## src/rtl/wb_select_stage_if.sv

```systemverilog
// Write-back stage bus: upstream beat (sources, destination, load controls)
// and the registered beat presented to the register file.
interface wb_select_stage_if #(
    parameter int XLEN    = 32,
    parameter int NUM_SRC = 4,
    parameter int SEL_W   = 2
);
    logic                    in_valid;
    logic                    in_ready;
    logic [SEL_W-1:0]        wd_sel;
    logic [NUM_SRC*XLEN-1:0] wd_inputs;
    logic [4:0]              rd_addr;
    logic                    rd_we;
    logic [1:0]              ld_size;
    logic                    ld_unsigned;
    logic [1:0]              ld_offset;
    logic                    out_valid;
    logic                    out_ready;
    logic [XLEN-1:0]         wd_output;
    logic [4:0]              rd_addr_q;
    logic                    rd_we_q;

    modport master (
        output in_valid, wd_sel, wd_inputs, rd_addr, rd_we,
               ld_size, ld_unsigned, ld_offset, out_ready,
        input  in_ready, out_valid, wd_output, rd_addr_q, rd_we_q
    );

    modport slave (
        input  in_valid, wd_sel, wd_inputs, rd_addr, rd_we,
               ld_size, ld_unsigned, ld_offset, out_ready,
        output in_ready, out_valid, wd_output, rd_addr_q, rd_we_q
    );
endinterface

```

## src/rtl/wb_select_stage.sv

```systemverilog
// Write-back source selector with load alignment/extension, x0 suppression,
// a one-entry valid/ready pipeline register and a retired-write counter.
module wb_select_stage #(
    parameter int XLEN    = 32,
    parameter int NUM_SRC = 4,
    parameter int SEL_W   = 2,
    parameter int MEM_SRC = 1
) (
    input  logic              clk,
    input  logic              rst_n,
    wb_select_stage_if.slave  bus,
    output logic              sel_err,
    output logic [31:0]       wr_count
);

    logic              sel_ok_s;
    logic              is_mem_s;
    logic [XLEN-1:0]   src_s;
    logic [7:0]        byte_s;
    logic [15:0]       half_s;
    logic [XLEN-1:0]   ld_s;
    logic [XLEN-1:0]   data_s;
    logic              we_s;
    logic              accept_s;
    logic              drain_s;

    logic              out_valid_r;
    logic [XLEN-1:0]   wd_output_r;
    logic [4:0]        rd_addr_r;
    logic              rd_we_r;
    logic              sel_err_r;
    logic [31:0]       wr_count_r;

    // Source mux; an out-of-range select yields zero
    always_comb begin
        src_s    = '0;
        sel_ok_s = (32'(bus.wd_sel) < 32'(NUM_SRC));
        is_mem_s = (32'(bus.wd_sel) == 32'(MEM_SRC));
        for (int i = 0; i < NUM_SRC; i++) begin
            src_s = (32'(bus.wd_sel) == 32'(i)) ? bus.wd_inputs[i*XLEN +: XLEN] : src_s;
        end
    end

    // Load lane extraction and sign/zero extension
    always_comb begin
        ld_s   = '0;
        byte_s = src_s[{bus.ld_offset, 3'b000} +: 8];
        half_s = src_s[{bus.ld_offset[1], 4'b0000} +: 16];
        case (bus.ld_size)
            2'b00: begin
                if (bus.ld_unsigned) begin
                    ld_s = XLEN'(byte_s);
                end else begin
                    ld_s = XLEN'($signed(byte_s));
                end
            end
            2'b01: begin
                if (bus.ld_unsigned) begin
                    ld_s = XLEN'(half_s);
                end else begin
                    ld_s = XLEN'($signed(half_s));
                end
            end
            default: begin
                if (bus.ld_unsigned) begin
                    ld_s = XLEN'(src_s[31:0]);
                end else begin
                    ld_s = XLEN'($signed(src_s[31:0]));
                end
            end
        endcase
    end

    // Final write data and enable; x0 is never written
    always_comb begin
        data_s = '0;
        we_s   = 1'b0;
        if (bus.rd_addr == 5'd0) begin
            data_s = '0;
            we_s   = 1'b0;
        end else begin
            data_s = is_mem_s ? ld_s : src_s;
            we_s   = bus.rd_we;
        end
    end

    assign accept_s     = bus.in_valid && bus.in_ready;
    assign drain_s      = out_valid_r && bus.out_ready;
    assign bus.in_ready = !out_valid_r || bus.out_ready;

    // Pipeline register, sticky select error and retired-write counter
    always_ff @(posedge clk) begin
        if (!rst_n) begin
            out_valid_r <= 1'b0;
            wd_output_r <= '0;
            rd_addr_r   <= 5'd0;
            rd_we_r     <= 1'b0;
            sel_err_r   <= 1'b0;
            wr_count_r  <= 32'd0;
        end else begin
            if (accept_s) begin
                out_valid_r <= 1'b1;
                wd_output_r <= data_s;
                rd_addr_r   <= bus.rd_addr;
                rd_we_r     <= we_s;
            end else if (drain_s) begin
                out_valid_r <= 1'b0;
            end
            if (accept_s && !sel_ok_s) begin
                sel_err_r <= 1'b1;
            end
            // Counts the beat leaving, even when a new one replaces it
            if (drain_s && rd_we_r) begin
                wr_count_r <= wr_count_r + 32'd1;
            end
        end
    end

    assign bus.out_valid = out_valid_r;
    assign bus.wd_output = wd_output_r;
    assign bus.rd_addr_q = rd_addr_r;
    assign bus.rd_we_q   = rd_we_r;
    assign sel_err       = sel_err_r;
    assign wr_count      = wr_count_r;

endmodule

```

## src/flat_wrapper.sv

```systemverilog
// flat-port wrapper written by rule: the top's interface ports become plain ports
module wb_select_stage_flat 
#(
    parameter int XLEN    = 32,
    parameter int NUM_SRC = 4,
    parameter int SEL_W   = 2,
    parameter int MEM_SRC = 1
)
  (clk, rst_n, sel_err, wr_count, bus_in_valid, bus_wd_sel, bus_wd_inputs, bus_rd_addr, bus_rd_we, bus_ld_size, bus_ld_unsigned, bus_ld_offset, bus_out_ready, bus_in_ready, bus_out_valid, bus_wd_output, bus_rd_addr_q, bus_rd_we_q);
  wb_select_stage_if #(.XLEN(XLEN), .NUM_SRC(NUM_SRC), .SEL_W(SEL_W)) bus_i ();
  input  logic clk;
  input  logic rst_n;
  output logic sel_err;
  output logic [31:0] wr_count;
  input wire logic [$bits(bus_i.in_valid)-1:0] bus_in_valid;
  input wire logic [$bits(bus_i.wd_sel)-1:0] bus_wd_sel;
  input wire logic [$bits(bus_i.wd_inputs)-1:0] bus_wd_inputs;
  input wire logic [$bits(bus_i.rd_addr)-1:0] bus_rd_addr;
  input wire logic [$bits(bus_i.rd_we)-1:0] bus_rd_we;
  input wire logic [$bits(bus_i.ld_size)-1:0] bus_ld_size;
  input wire logic [$bits(bus_i.ld_unsigned)-1:0] bus_ld_unsigned;
  input wire logic [$bits(bus_i.ld_offset)-1:0] bus_ld_offset;
  input wire logic [$bits(bus_i.out_ready)-1:0] bus_out_ready;
  output wire logic [$bits(bus_i.in_ready)-1:0] bus_in_ready;
  output wire logic [$bits(bus_i.out_valid)-1:0] bus_out_valid;
  output wire logic [$bits(bus_i.wd_output)-1:0] bus_wd_output;
  output wire logic [$bits(bus_i.rd_addr_q)-1:0] bus_rd_addr_q;
  output wire logic [$bits(bus_i.rd_we_q)-1:0] bus_rd_we_q;
  assign bus_i.in_valid = bus_in_valid;
  assign bus_i.wd_sel = bus_wd_sel;
  assign bus_i.wd_inputs = bus_wd_inputs;
  assign bus_i.rd_addr = bus_rd_addr;
  assign bus_i.rd_we = bus_rd_we;
  assign bus_i.ld_size = bus_ld_size;
  assign bus_i.ld_unsigned = bus_ld_unsigned;
  assign bus_i.ld_offset = bus_ld_offset;
  assign bus_i.out_ready = bus_out_ready;
  assign bus_in_ready = bus_i.in_ready;
  assign bus_out_valid = bus_i.out_valid;
  assign bus_wd_output = bus_i.wd_output;
  assign bus_rd_addr_q = bus_i.rd_addr_q;
  assign bus_rd_we_q = bus_i.rd_we_q;
  wb_select_stage #(.XLEN(XLEN), .NUM_SRC(NUM_SRC), .SEL_W(SEL_W), .MEM_SRC(MEM_SRC)) u_core (.clk(clk), .rst_n(rst_n), .bus(bus_i), .sel_err(sel_err), .wr_count(wr_count));
endmodule
```

## config.mk

```make
export PLATFORM = sky130hd
export DESIGN_NAME = wb_select_stage_flat
export DESIGN_NICKNAME = d
export VERILOG_FILES = /design/src/rtl/wb_select_stage_if.sv /design/src/rtl/wb_select_stage.sv /design/src/flat_wrapper.sv
export SDC_FILE = /design/constraint.sdc
export NUM_CORES = 1
export LEC_CHECK = 0
export BUFFER_PORTS_ARGS = -buffer_cell sky130_fd_sc_hd__buf_2
export CAP_MARGIN = 5
export CORE_MARGIN = 10
export CORE_UTILIZATION = 49
export CTS_BUF_LIST = sky130_fd_sc_hd__clkbuf_4
export DETAILED_ROUTE_END_ITERATION = 8
export MAX_ROUTING_LAYER = met4
export PLACE_DENSITY = 0.81
export SLEW_MARGIN = 10
export SYNTH_ARGS = -nofsm -noshare
export SYNTH_HDL_FRONTEND = slang
export SYNTH_SLANG_ARGS = --single-unit
export TNS_END_PERCENT = 30
```

## constraint.sdc

```tcl
create_clock -name clk -period 2.7 [get_ports clk]
set_clock_uncertainty 0.15 [all_clocks]
set_input_delay 0.27 -clock clk [delete_from_list [all_inputs] [get_ports clk]]
set_output_delay 0.27 -clock clk [all_outputs]
set_load 0.02 [all_outputs]
```

==> Word level (Yosys, flattened, before mapping) <==
Cells that the tools add are included.
{ "word_totals": {"regBits": 71, "latchBits": 0, "mem_bits_rw": 0, "rom_bits": 0, "input_bits": 145, "elab_cells": 33, "memories": 0} }
{ "classes": {"n_addsub": 1, "n_mul": 0, "n_div": 0, "n_lt_le_gt_ge": 0, "eq_ne": 4, "shift": 2, "n_mux": 12, "n_bitwise": 0, "n_reduce_logical": 9} }
{ "ops": {"columns": ["operator", "count"], "rows": [
  ["32-bit two-way mux", 8],
  ["32-bit one-hot mux with 2 select lines", 1],
  ["32-bit by 1-bit adder with 32-bit output (second input constant)", 1],
  ["32-bit by 6-bit indexed part select with 16-bit output", 1],
  ["32-bit by 6-bit indexed part select with 8-bit output", 1],
  ["5-bit logical NOT", 1],
  ["2-bit by 1-bit equality test with 1-bit output (second input constant)", 2],
  ["2-bit equality test (second input constant)", 2],
  ["2-bit logical NOT", 2],
  ["1-bit logical AND", 3],
  ["1-bit two-way mux", 3],
  ["2-bit nonzero test", 1],
  ["1-bit logical NOT", 1],
  ["1-bit logical OR", 1]
]} }

==> Depth between registers and ports, before layout <==
Gate-level depths: netlist (run 1).
{ "depth": {"word_depth": 10, "depth_mapped": 8} }

==> Least setup slack after synthesis (run 1) <==
Ideal clock, no wire load.
{ "synth_timing": {"kind": "register to register", "from": "reg u_core.wr_count_r[13], in the netlist u_core.wr_count[13]", "to": "reg u_core.wr_count_r[30], in the netlist u_core.wr_count[30]", "setup_ns": 0.071, "arrival_ns": 1.851, "path_slack_ns": 0.629, "stages_incl_launch_ff": 6, "n_path_buf": 0, "path_cell_list": "dfxtp_1 -> nand4_2 -> nor4_4 -> nand3_2 -> or4_1 -> a21oi_1"} }
{ "synth_via": {"elab_chain_cells": 1} }
{ "synth_lines": {"columns": ["element", "line_no", "text"], "rows": [
  ["start, declared", "wb_select_stage.sv:32", "logic [31:0] wr_count_r;"],
  ["start signal, assigned", "wb_select_stage.sv:114", "wr_count_r <= wr_count_r + 32'd1;"],
  ["32-bit by 1-bit adder with 32-bit output", "wb_select_stage.sv:114", null]
]} }
No other way between the ends.
A chain may end at the register's enable or synchronous reset.

==> Worst setup path after layout (run 1) <==
{ "layout_timing": {"from": "in bus_rd_addr[4]", "to": "reg u_core.wd_output_r[13], in the netlist u_core.bus.wd_output[13]"} }
{ "layout_via": {"elab_chain_cells": 2} }
{ "layout_lines": {"columns": ["element", "line_no", "text"], "rows": [
  ["start, declared", "flat_wrapper.sv:18", "input wire logic [$bits(bus_i.rd_addr)-1:0] bus_rd_addr;"],
  ["5-bit logical NOT", "wb_select_stage.sv:78", "if (bus.rd_addr == 5'd0) begin"],
  ["32-bit two-way mux", "wb_select_stage.sv:78", null],
  ["end signal, assigned", "wb_select_stage.sv:103", "wd_output_r <= data_s;"],
  ["end, declared", "wb_select_stage.sv:28", "logic [XLEN-1:0] wd_output_r;"]
]} }
No other way between the ends.

==> impl_results.md, run 1 <==
- Diode count: 0
- Htree depth: 3
- Yosys reg bits: 71
- Min Clock Period, post-route: 2.37 ns
- Avg Inst Size Synth: 9.38 um2
- Clock sinks: 71
- Post-synth top flop: dfxtp_1
- Drt total wl: 17300 um
- Share of layout cells above drive strength 1: 42.6%
- Number of global-route vias before repair: 5178
- Port Buffers: 216
- Synthesized area: 4730 um2
- Seq/Total Area, Yosys: 30.1%
- Die area: 14000 um2
- Ys Warns: 0
- Post-synth top cells: dfxtp_1 (71), nand2_1 (59), nor2_1 (54)
- Io pins: 218
- Pwr Total: 2.39 mW
- Worst Setup Start Kind: input pin
- Overflow left after global routing: 0
- CP max-delay cell: dlygate4sd3_1
- Slew HR: 26.3%
- FFs w/ async S/R, synth: 0%
- Hold buffer count at CTS: 7
- Unique cell type count in the Yosys netlist: 73
- Area of the core: 9330 um2
- Critical Path Max Stage Delay: 0.54 ns
- Clock buffer count from CTS: 9
- Vias: 5037
- Finish-stage setup viols: 0
- Number of cells on the critical path: 7
- CTS tree: built
- Core Rows: 35
- Post_cts resized: 0
- Status: complete, no violations
- P&R area growth vs syn: 28.2%
- Number of setup buffers added after CTS: 0
- Top cells by area, synth: dfxtp_1 (30%), mux4_2 (12%), nand2_1 (4.7%)
- Total GRT Usage: 24.2%
- CP delay by family, top: simple AND/OR/NAND/NOR gates
- Worst Setup Path Type: input pin to flop
- Max-Cap Viols: 0
- Routed WL per cell: 20.4 um
- Crit share post-route: 87.9%
- Final hold vios: 0
- Yosys top cell by area: dfxtp_1
- Reg clk slew, reported paths: 0.12 ns
- Synth top area share: 30.1%
- Detail Route Antenna Nets: 0
- Worst Path Max Fanout: 9
- Setup TNS: 0 ns
- Net count, final: 861
- Max-slew violation count: 0
- Syn_nets: 650
- DR iter-0 viols: 449
- # DRC: 0
- Cells after synthesis: 504
- Reg2reg path depth: 5
- Drt first pass iters: 5
- Most frequent cell after synthesis: dfxtp_1
- Worst setup EP type: flop
- GPL Wtd Cong: 0.933
- Vias/cell: 5.93
- Crit path launch: bus_rd_addr[4]
- RR Startpoint: u_core.bus.out_valid$_SDFFE_PN0P_
- Slew @ Worst Pin: 1.10 ns
- RSZ-0062 raised after global routing: no
- Reg2reg setup slack: 0.58 ns
- Initial antenna violation count: 0
- Die W: 118 um
- Critical Path Sink: u_core.bus.wd_output[13]$_SDFFE_PN0P_
- Die H: 118 um
- WP buf/inv: 2
- Pwr Density: 394 nW/um2
- Final HPWL DP: 14000 um
- Reg2reg end: u_core.bus.wd_output[20]$_SDFFE_PN0P_
- Max Clk Rate: 421 MHz
- WP data arrival: 2.53 ns
- Largest net degree at the start of global routing: 41
- Static leakage: 2.77 nW
- Number of flops mapped to enable cells by yosys: 0
- Longest Clk Path Bufs: 2
- Hold Crit Class: input pin to flop
- Root Driver: clkbuf_4
- Worst-Skew Late Latency: 0.41 ns
- First-pass GRT wire length: 27200 um
- Worst VDD drop: 0.183 mV
- Required time of the critical path: 2.86 ns
- Cell breakdown of the critical path: dlygate4sd3_1 -> buf_2 -> or4_1 -> or2_2 -> nand2_1 -> o21ai_0 -> o311a_1
- Initial Util: 50.7%
## state kept, by name (all words and copies together), names as in the netlist
name,flops
u_core.bus.wd_output,32
u_core.wr_count,32
u_core.bus.rd_addr_q,5
u_core.bus.out_valid,1
u_core.bus.rd_we_q,1
## final cells by class
type | instances | area [um2]
Clock buffer | 10 | 75.1
Clock inverter | 6 | 47.5
Timing Repair Buffer | 237 | 1260
Tap cell | 129 | 161
Sequential cell | 71 | 1420
Fill cell | 790 | 3270
Inverter | 6 | 25.0
Multi-Input combinational cell | 390 | 3070
## per-stage QoR
step	hold slack (ns)	area, um2	worst slack, ns	instances	util (%)
2_1_floorplan	0.249	4730	0.629	504	-
5_1_grt	0.133	6060	0.276	849	64.9
3_3_place_gp	0.288	5860	0.294	826	62.9
3_5_place_dp	0.295	5860	0.211	826	62.9
6_report	0.107	6060	0.327	849	64.9
4_1_cts	0.0901	6060	0.376	849	64.9
## cells by family after synthesis
group / count (synthesis) / synth area share (%)
and+or+nand+nor: 202 / 22.0
AOI/OAI and AO/OA: 107 / 18.7
DFF: 71 / 30.1
muxes: 53 / 19.2
buffers and inverters: 43 / 4.95
xor gates and xnor gates: 26 / 4.82
adders and majority gates: 1 / 0.265
other: 1 / 0.0794
## report_power, final
group,leakage [nW],total [mW],switching [mW],internal (mW)
logic,2.14,0.649,0.351,0.299
registers,0.579,1.12,0.0323,1.09
clock network,0.0548,0.617,0.415,0.202
total,2.77,2.39,0.798,1.59
## worst register-to-register path: stages (launching register included)
cell and delay [ns]:
dfxtp_1 0.40, nand2b_1 0.13, nand2_1 0.14, nor2_1 0.06
nor2_1 0.83, o221a_2 0.35
## worst min-delay path by stage
| stage | startpoint | endpoint | slack, ns | cells past startpoint |
|---|---|---|---|---|
| after CTS | bus_out_ready | u_core.bus.out_valid$_SDFFE_PN0P_ | 0.09 | 3 |
| after detailed placement | u_core.bus.rd_addr_q[1]$_SDFFE_PN0P_ | u_core.bus.rd_addr_q[1]$_SDFFE_PN0P_ | 0.29 | 2 |
| after global routing | rst_n | u_core.bus.wd_output[2]$_SDFFE_PN0P_ | 0.13 | 2 |
| after floorplan | bus_in_valid | u_core.bus.out_valid$_SDFFE_PN0P_ | 0.25 | 2 |
| final | bus_out_ready | u_core.bus.out_valid$_SDFFE_PN0P_ | 0.11 | 3 |
| after global placement | u_core.bus.rd_addr_q[1]$_SDFFE_PN0P_ | u_core.bus.rd_addr_q[1]$_SDFFE_PN0P_ | 0.29 | 2 |
## layout by cell type, fill, tap and decap left out, types with 13 or more instances in the layout
cell type,synthesis,routed
o21ai_0,19,19
a21oi_1,17,17
buf_4,4,14
mux4_2,25,25
nand2_1,59,59
a22o_1,13,13
xor2_1,21,21
nand4_1,17,17
dfxtp_1,71,71
nand3_1,26,26
nor2_1,54,54
buf_2,8,216
mux2i_1,14,14
## layer usage
layer | track usage, % | wire length [um]
met2 | 40.4 | 8540
met3 | 5.38 | 1390
met5 | - | 0
met4 | 7.34 | 338
met1 | 28.3 | 7020
No activity file was read; power rests on OpenSTA's default activity.
==> run 2, diff against run 1 <==
--- a/config.mk
+++ b/config.mk
@@ -13,6 +13,7 @@
 export DETAILED_ROUTE_END_ITERATION = 8
 export MAX_ROUTING_LAYER = met4
 export PLACE_DENSITY = 0.81
+export RECOVER_POWER = 100
 export SLEW_MARGIN = 10
 export SYNTH_ARGS = -nofsm -noshare
 export SYNTH_HDL_FRONTEND = slang
==> impl_results.md, run 2 (synthesis results as in run 1) <==
- Drt first pass iters: 5
- Port Buffers: 216
- Sw frac: 33.6%
- Sequential share of power: 47.3%
- Crit share post-route: 87.9%
- Core Rows: 35
- Setup TNS: 0 ns
- Most frequent cells in the layout: buf_2 (141), clkbuf_1 (77), dfxtp_1 (71)
- Routed WL per cell: 20.4 um
- Top layer in use: met4
- Pwr Density: 401 nW/um2
- Final hold vios: 0
- Area of the multi-input gates: 3040 um2
- Net Sw Power: 0.799 mW
- Met3 wire length: 1320 um
- Post_cts resized: 0
- Die W: 118 um
- Htree depth: 3
- Layout Cells excl Fill: 849
- Pwr Total: 2.38 mW
- Fill cells: 828
- Min Clock Period, post-route: 2.37 ns
- Slew @ Worst Pin: 1.07 ns
- Total GRT Usage: 24.2%
- Worst Path Max Fanout: 10
- Commonest non-fill, non-tap cell in the layout: buf_2
- Number of setup buffers added after CTS: 0
- Storage element area: 1420 um2
- WP data arrival: 2.56 ns
- Overflow left after global routing: 0
- RSZ-0062 raised after global routing: no
- Worst setup EP type: flop
- P_int: 1.58 mW
- Longest Clk Path Bufs: 2
- Number of global-route vias before repair: 5178
- Initial Util: 50.7%
- Clock buffer count from CTS: 9
- First-pass GRT wire length: 27200 um
- Largest net degree at the start of global routing: 41
- Die H: 118 um
- Final Util: 63.5%
- Clock sinks: 71
- Net count, final: 861
- Final HPWL DP: 14000 um
- Max-slew violation count: 0
- Design area: 5920 um2
- Max Clk Rate: 422 MHz
- Placed Area: 5860 um2
- Hold WS: 0.113 ns
- WL met1: 7160 um
- Routed wl met2: 8440 um
- Setup WS post-layout: 0.328 ns
- Initial antenna violation count: 0
- Detail Route Antenna Nets: 0
- P&R area growth vs syn: 25.3%
- Reg clk slew, reported paths: 0.13 ns
- Clock power frac: 26.0%
- Drt total wl: 17300 um
- Share of layout cells above drive strength 1: 31.4%
- Max-Cap Viols: 0
- Static leakage: 2.42 nW
- Die area: 14000 um2
- Hold Crit Class: input pin to flop
- Pre-CTS setup slack: 0.211 ns
- Vias/cell: 5.91
- CTS tree: built
- Area of the core: 9330 um2
- Vias: 5014
- Diode count: 0
- Power share of the combinational group: 26.7%
- Placed insts: 826
- Io pins: 218
- Worst Setup Path Type: flop to flop
- GPL Wtd Cong: 0.933
- # DRC: 0
- Root Driver: clkbuf_4
- Worst VDD drop: 0.182 mV
- Status: complete, no violations
- Worst-Skew Late Latency: 0.41 ns
- Finish-stage setup viols: 0
- Required time of the critical path: 2.89 ns
- DR iter-0 viols: 428
- Slew HR: 28.1%
- Worst Setup Start Kind: flop
## run 2: changes by cell type in the layout (fill, tap and decap cells not counted)
cell and change:
nand3_1 +2, buf_2 -75, nand4b_2 -1, buf_4 -3, nand3_2 -2, clkbuf_1 +77, nor4_1 +1, nand4b_1 +1
nor4_4 -1, clkbuf_2 +1
## run 2: final cells by class
| cell class | count | share of cell area, % |
|---|---|---|
| multi-input cells | 390 | 51.3 |
| repair buffers | 237 | 19.5 |
| inverters | 6 | 0.423 |
| well taps | 129 | 2.73 |
| clock buffers | 10 | 1.27 |
| flip-flops and latches | 71 | 24.0 |
| clock inverters | 6 | 0.803 |
## run 2: routing by layer
layer / track usage [%] / vias up
met5: - / -
met4: 7.34 / 0
met3: 5.38 / 31
met2: 40.4 / 269
met1: 28.3 / 2375
li1: - / 2339
## run 2: power groups by stage
stage	Clock, mW	Sequential [mW]	Combinational, mW
5_1_grt	0.682	1.13	0.682
6_report	0.617	1.12	0.636
3_3_place_gp	0	1.14	0.626
3_5_place_dp	0	1.15	0.636
4_1_cts	0.621	1.12	0.645
2_1_floorplan	0	1.19	0.346
## run 2: worst paths after layout
check / start / end / slack, ns / cells past startpoint
worst min-delay path: bus_out_ready / u_core.bus.out_valid$_SDFFE_PN0P_ / 0.11 / 3
worst max-delay path: u_core.bus.rd_we_q$_SDFFE_PN0P_ / u_core.wr_count[24]$_SDFFE_PN0P_ / 0.33 / 6
worst max register to register: u_core.bus.rd_we_q$_SDFFE_PN0P_ / u_core.wr_count[24]$_SDFFE_PN0P_ / 0.33 / 6
worst min register to register: u_core.bus.rd_addr_q[4]$_SDFFE_PN0P_ / u_core.bus.rd_addr_q[4]$_SDFFE_PN0P_ / 0.31 / 2
## run 2: repair_timing
action,in CTS,in global routing
hold endpoints to repair,7,0
hold buffers,7,0
setup endpoints to repair,0,0
## run 2: critical path, stage by stage, from the launching register on
cell	delay (ns)
dfxtp_1	0.43
nand3_1	0.20
nor4_1	0.34
clkbuf_1	0.38
nand4b_1	0.28
or3_1	0.38
a21oi_1	0.14
